### src/rtl/pipe_stage_buf.sv
// Elastic valid/ready pipeline register with per-stage flush and optional 2-entry skid buffer.
// Optional statistics counters (stall_cnt/bubble_cnt) are built when PIPE_STAGE_BUF_STATS_EN is defined.
module pipe_stage_buf #(
   parameter int PAYLOAD_W = 64,
   parameter int SKID      = 1,
   parameter int CNT_W     = 32
) (
   input  logic                 clk,
   input  logic                 rst_n,
   input  logic                 in_valid,
   output logic                 in_ready,
   input  logic [PAYLOAD_W-1:0] in_data,
   input  logic                 flush,
   output logic                 out_valid,
   input  logic                 out_ready,
   output logic [PAYLOAD_W-1:0] out_data
`ifdef PIPE_STAGE_BUF_STATS_EN
   ,
   output logic [CNT_W-1:0]     stall_cnt,
   output logic [CNT_W-1:0]     bubble_cnt
`endif
);

   typedef enum logic [1:0] {
      ST_EMPTY = 2'd0,
      ST_HALF  = 2'd1,
      ST_FULL  = 2'd2
   } state_t;

   if (PAYLOAD_W < 1 || CNT_W < 1 || (SKID != 0 && SKID != 1)) begin : g_bad_param
      $error("pipe_stage_buf: illegal parameter combination");
   end

   state_t               r_state;
   state_t               w_state_nxt;
   logic [PAYLOAD_W-1:0] r_main;
   logic [PAYLOAD_W-1:0] r_skid;
   logic                 w_in_fire;
   logic                 w_out_fire;
   logic                 w_load_main;
   logic                 w_main_from_skid;
   logic                 w_load_skid;

   assign out_valid  = (r_state != ST_EMPTY);
   assign out_data   = r_main;
   assign w_in_fire  = in_valid & in_ready;
   assign w_out_fire = out_valid & out_ready;

   // NOTE: every always_comb output gets a default first so no path can infer a latch.
   always_comb begin
      w_state_nxt      = r_state;
      w_load_main      = 1'b0;
      w_main_from_skid = 1'b0;
      w_load_skid      = 1'b0;
      unique case (r_state)
         ST_EMPTY: begin
            if (w_in_fire) begin
               w_state_nxt = ST_HALF;
               w_load_main = 1'b1;
            end
         end
         ST_HALF: begin
            if (w_in_fire && w_out_fire) begin
               w_load_main = 1'b1;
            end else if (w_in_fire && SKID != 0) begin
               w_state_nxt = ST_FULL;
               w_load_skid = 1'b1;
            end else if (w_out_fire) begin
               w_state_nxt = ST_EMPTY;
            end
         end
         ST_FULL: begin
            if (w_out_fire) begin
               w_state_nxt      = ST_HALF;
               w_load_main      = 1'b1;
               w_main_from_skid = 1'b1;
            end
         end
         default: w_state_nxt = ST_EMPTY;
      endcase
      // Flush overrides everything; any payload arriving this cycle is dropped.
      if (flush) begin
         w_state_nxt = ST_EMPTY;
         w_load_main = 1'b0;
         w_load_skid = 1'b0;
      end
   end

   // NOTE: sequential state uses non-blocking assignments so all registers update from pre-edge values.
   always_ff @(posedge clk) begin
      if (!rst_n) begin
         r_state <= ST_EMPTY;
         // NOTE: payload registers are reset too, because out_data must read zero while in reset.
         r_main  <= '0;
         r_skid  <= '0;
      end else begin
         r_state <= w_state_nxt;
         if (w_load_main) r_main <= w_main_from_skid ? r_skid : in_data;
         if (w_load_skid) r_skid <= in_data;
      end
   end

   if (SKID != 0) begin : g_skid_ready
      logic r_in_ready;
      always_ff @(posedge clk) begin
         if (!rst_n) r_in_ready <= 1'b0;
         else        r_in_ready <= (w_state_nxt != ST_FULL);
      end
      assign in_ready = r_in_ready;
   end else begin : g_comb_ready
      assign in_ready = rst_n & (~out_valid | out_ready);
   end

`ifdef PIPE_STAGE_BUF_STATS_EN
   logic [CNT_W-1:0] r_stall_cnt;
   logic [CNT_W-1:0] r_bubble_cnt;

   // Saturating counters; only reset clears them, flush does not.
   always_ff @(posedge clk) begin
      if (!rst_n) begin
         r_stall_cnt  <= '0;
         r_bubble_cnt <= '0;
      end else begin
         if (out_valid && !out_ready && r_stall_cnt != '1) r_stall_cnt <= r_stall_cnt + CNT_W'(1);
         if (!out_valid && r_bubble_cnt != '1) r_bubble_cnt <= r_bubble_cnt + CNT_W'(1);
      end
   end

   assign stall_cnt  = r_stall_cnt;
   assign bubble_cnt = r_bubble_cnt;
`endif

endmodule

### config.mk
export PLATFORM = sky130hd
export DESIGN_NAME = pipe_stage_buf
export DESIGN_NICKNAME = d
export VERILOG_FILES = /design/src/rtl/pipe_stage_buf.sv
export SDC_FILE = /design/constraint.sdc
export NUM_CORES = 1
export LEC_CHECK = 0
export BUFFER_PORTS_ARGS = -buffer_cell sky130_fd_sc_hd__buf_4
export CORE_MARGIN = 10
export CORE_UTILIZATION = 40
export CTS_BUF_LIST = sky130_fd_sc_hd__clkbuf_16
export CTS_CLUSTER_DIAMETER = 60
export DETAILED_ROUTE_END_ITERATION = 8
export GPL_ROUTABILITY_DRIVEN = 0
export PLACE_DENSITY = 0.68
export SETUP_SLACK_MARGIN = 0.4
export SLEW_MARGIN = 20
export SYNTH_ARGS = -nofsm -noshare
export SYNTH_HDL_FRONTEND = slang
export SYNTH_SLANG_ARGS = --single-unit
### constraint.sdc
create_clock -name clk -period 1.75 [get_ports clk]
set_input_delay 0.2625 -clock clk [delete_from_list [all_inputs] [get_ports clk]]
set_output_delay 0.2625 -clock clk [all_outputs]
set_load 0.005 [all_outputs]
Word level (Yosys, flattened, before mapping)
Index checks and enable logic that the tools add are counted.
- register bits after elaboration: 131
- word-level logic and storage cells: 29
- equality and inequality tests: 3
- multiplexer cells: 17
- reductions and logical operators: 3
- bitwise operators: 2
- operators by type and width (kind ; number):
    $mux 64 ; 1
    $mux 2 ; 6
    $mux 1 ; 8
    $pmux 2 s3 ; 1
    $pmux 1 s3 ; 1
    $and 1x1->1 ; 2
    $eq 2x1->1 const B ; 1
    $eq 2x2->1 const B ; 1
    $logic_not 2->1 ; 1
    $ne 2x2->1 const B ; 1
    $reduce_bool 2->1 ; 1
    $logic_and 1x1->1 ; 1

Depth between registers and ports, before layout
- depth in word-level cells: 8
- mapped depth: 6
- gate-level depth less buffers: 4

Least setup slack after synthesis
OpenSTA, ideal clock, no wires.
- path kind: register to register
- from: reg r_state[1]
- to: reg r_skid[10]
- arrival: 1.291 ns
- clock period less this slack: 1.361 ns
- library setup time: 0.070 ns
- stages on the path, launching flop included: 6
- buffers on the path: 1
- slack: 0.389 ns
- cells stage by stage: dfxtp_1 -> nand3b_1 -> nor3_4 -> buf_6 -> nand2_1 -> a21boi_1
- word-level cells in the longest chain between the ends: 6
- RTL lines (element ; line ; text):
    from (decl) ; 34 ; state_t r_state;
    from (signal assigned) ; 97 ; r_state <= w_state_nxt;
    $reduce_bool 2->1 ; 44 ; assign out_valid = (r_state != ST_EMPTY);
    $and 1x1->1 ; 47 ; assign w_out_fire = out_valid & out_ready;
    $logic_and 1x1->1 ; 63 ; if (w_in_fire && w_out_fire) begin
    $mux 1 ; 63 ;
    $mux 1 * ; 55 ; unique case (r_state)
    $mux 1 * ; 82 ; if (flush) begin
    to (signal assigned) ; 99 ; if (w_load_skid) r_skid <= in_data;
    to (decl) ; 37 ; logic [PAYLOAD_W-1:0] r_skid;
Mark *: on every way between the ends. The rest lies on a longest branch, timed or not.
A chain may end at the register's enable or synchronous reset.

Worst setup path in the final report
- from: reg r_state[1]
- to: reg r_skid[36]
Same word-level chain as after synthesis.

==> impl_results.md <==
- Total GRT Usage: around 19%
- Clock skew: about 9.3 ps
- DRC Markers: 0
- Syn. warnings: 0
- Vias in the first global route: between 5000 and 6000
- Register area share after synthesis: between 40% and 50%
- Slowest cell on crit path: dfxtp_4
- Overflow after GRT: 0
- Die H: roughly 140 um
- Worst IR Drop VDD: 0.000555 V
- HP Class: primary input to register
- Crit-path cells: nand3b_1 > buf_4 > nor3_4 > buf_6 > buf_12 > buf_16 > nand2_1 > a21boi_1
- Post-Route WL: 19.3 mm
- Cells after DPL: roughly 1000
- Layout Nets: 930
- Synth unique cells: 29
- Worst Path Buf+Inv: 4
- Crit end category: register
- Delay-heaviest family, CP: buffers and inverters
- Hold_buf cts: 0
- DR pass1 iterations: 4
- Final Max Slew Viols: 0
- Crit-path max cell delay: 360 ps
- Final hold violations: 0
- Least-Margin Pin Slew: approximately 410 ps
- Share of Yosys cell area claimed by the top area cell type: between 40% and 50%
- Via count: 5630
- Core ar.: about 14000 um2
- Crit path max fanout: 7
- Clk pwr share: roughly 47%
- Antenna violations before repair: 0
- Final critical-path share of the clock period: around 89%
- Share of post-route cells with drive strength above 1: between 20% and 30%
- Total of max-cap violations: 0
- Port Buffers: ~130
- Largest net degree at the start of global routing: 68
- Switch Pwr: around 1700 uW
- Worst-path clk slew: roughly 50 ps
- Worst Path Arrival: roughly 1900 ps
- WL/cell: roughly 18 um
- Core Rows: 43
- First-pass GRT wire length: just under 30 mm
- Syn_area_per_cell: about 7.9 um2
- Switching share of power: 23.1%
- Fill count: 1268
- Leak Pwr: between 0.003 and 0.004 uW
- Remaining antenna violation count: 0
- Area leader, netlist: dfxtp_1
- Max-slew headroom: between 70% and 80%
- Combinational share of power: between 10% and 20%
- Top cells by area, synth: dfxtp_1 45%, o21ai_0 10%, nand2_1 8.4%
- Post-synthesis cell area: approximately 5800 um2
- Num ports: 135
- Syn Inst Count: 731
- Minimum clock period: about 1500 ps
- Synth Register Bits: ~130
- Reg power frac: 42.5%
- CTS HTree Levels: 4
- Non-Filler Instances: approximately 1100
- Startpoint type of the worst setup path: register
- Setup TNS: 0 ps
- RSZ-0062 raised after global routing: true
- Number of CTS-inserted buffers: 17
- Final number of setup-violating endpoints: 0
- Max Fclk: 645 MHz
- Horiz. Die Dim: 140 um
- Die area: just under 20000 um2
- Worst-case clock buffer depth: 2
- Synth Net Count: 800
- Root Buffer: clkbuf_16
- Antenna Cells: 0
- WS Path Type: register to register
- Power Density: just under 900 nW/um2
- TritonCTS Sinks: approximately 130
- Internal cell power: 5620 uW
- Dpl hpwl: 10.5 mm
- CTS tree: built
- Initial core utilization: roughly two fifths
- Initial detailed-routing violation count: around 380
- Outcome: completed
- Clk_lat worst skew: roughly 420 ps
- Routed vias/inst: around 5.3
- Critical Path RT: approximately 2100 ps
- Layout area overhead: 42.3%
==> through the flow <==
step	cell area, um2	total power [uW]	utilization, %	setup slack, ps	hold slack, ps
floorplan	5770	3490	-	405	397
global placement	6930	3850	49.5	209	441
detailed placement	6930	3860	49.5	158	445
CTS	7840	7280	56.0	279	89.9
global route	8210	7600	58.7	106	91.7
finish	8210	7310	58.7	200	96.3
==> tightest hold or removal path, delay by kind of cell <==
family	cells	cell delay [ps]
AO/OA/AOI/OAI	1	50
buffers and inverters	1	110
AND/OR/NAND/NOR	1	50
==> cell usage in the layout (no fill, tap or decap), drive strengths merged <==
cell type | synthesis | routed
a211oi | 64 | 64
a21boi | 64 | 64
a21oi | 65 | 65
and2 | 1 | 1
and2b | 1 | 1
and3 | 1 | 1
and3b | 2 | 2
buf | 42 | 174
bufinv | 0 | 3
clkbuf | 25 | 21
clkinv | 0 | 4
dfxtp | 131 | 131
inv | 1 | 8
mux2i | 2 | 2
nand2 | 130 | 130
nand2b | 1 | 1
nand3 | 1 | 1
nand3b | 2 | 2
nor2 | 64 | 64
nor2b | 1 | 1
nor3 | 2 | 2
o21ai | 129 | 129
o22ai | 1 | 1
or2 | 1 | 1
==> power groups by stage <==
stage          clock, uW  combinational (uW)  sequential, uW
2_1_floorplan          0                 329            3170
3_3_place_gp           0                 685            3170
3_5_place_dp           0                 688            3170
4_1_cts             3450                 725            3110
5_1_grt             3610                 875            3110
6_report            3410                 794            3110
==> worst paths after layout <==
check | startpoint | depth (start not counted) | slack, ps | endpoint
worst max-delay path | r_state[1]$_SDFF_PN0_ | 8 | 200 | r_skid[36]$_SDFFE_PN0P_
worst min-delay path | in_data[26] | 3 | 100 | r_skid[26]$_SDFFE_PN0P_
worst max register to register | r_state[1]$_SDFF_PN0_ | 8 | 200 | r_skid[36]$_SDFFE_PN0P_
worst min register to register | r_skid[63]$_SDFFE_PN0P_ | 2 | 450 | r_skid[63]$_SDFFE_PN0P_
==> registers in the layout, indices dropped and copies added, names as in the netlist <==
name      cells
r_state       2
in_ready      1
r_skid       64
out_data     64
==> synthesized netlist by cell type <==
master / count
inv_1: 1
clkbuf_1: 25
nand3_2: 1
nand2_4: 1
o22ai_1: 1
o21ai_4: 1
nand3b_1: 2
mux2i_1: 2
nor3_4: 1
dfxtp_1: 131
a211oi_1: 64
a21boi_1: 60
buf_2: 34
and2b_1: 1
a21boi_0: 4
buf_1: 2
nor2b_1: 1
or2_2: 1
nand2b_1: 1
and2_1: 1
nor2_1: 64
a21oi_1: 65
o21ai_0: 115
and3b_1: 2
buf_6: 6
nor3_1: 1
nand2_1: 129
and3_1: 1
o21ai_1: 13
==> cell type report <==
type,instances,area (um2),share of cell area (%)
repair buffers,178,1790,21.8
multi-input cells,532,3010,36.6
inverters,1,3.75,0.0457
clock buffers,17,425,5.18
well taps,180,225,2.74
clock inverters,14,134,1.63
flip-flops and latches,131,2630,32.0
==> what timing repair did <==
item,CTS,global route
gates cloned,8,5
resized for setup,16,58
pin swaps,2,26
setup buffers,9,4
setup endpoints to repair,126,129
==> routing by layer <==
metal	track usage, %	routed length (um)	up-vias
met5	0	0	-
met4	6.68	382	0
met3	5.44	1170	30
met2	31.8	9520	145
met1	21.3	8180	2622
li1	-	-	2833
==> cells by family (layout without fill, tap and decap cells) <==
group	Yosys count	in the layout	share of synthesized area, %
AND/OR/NAND/NOR	207	207	14.5
multiplexers	2	2	0.347
AO/OA/AOI/OAI	323	323	33.8
flip-flops	131	131	45.4
buffers and inverters	68	210	5.94
Power figures use the tool's default switching activity.
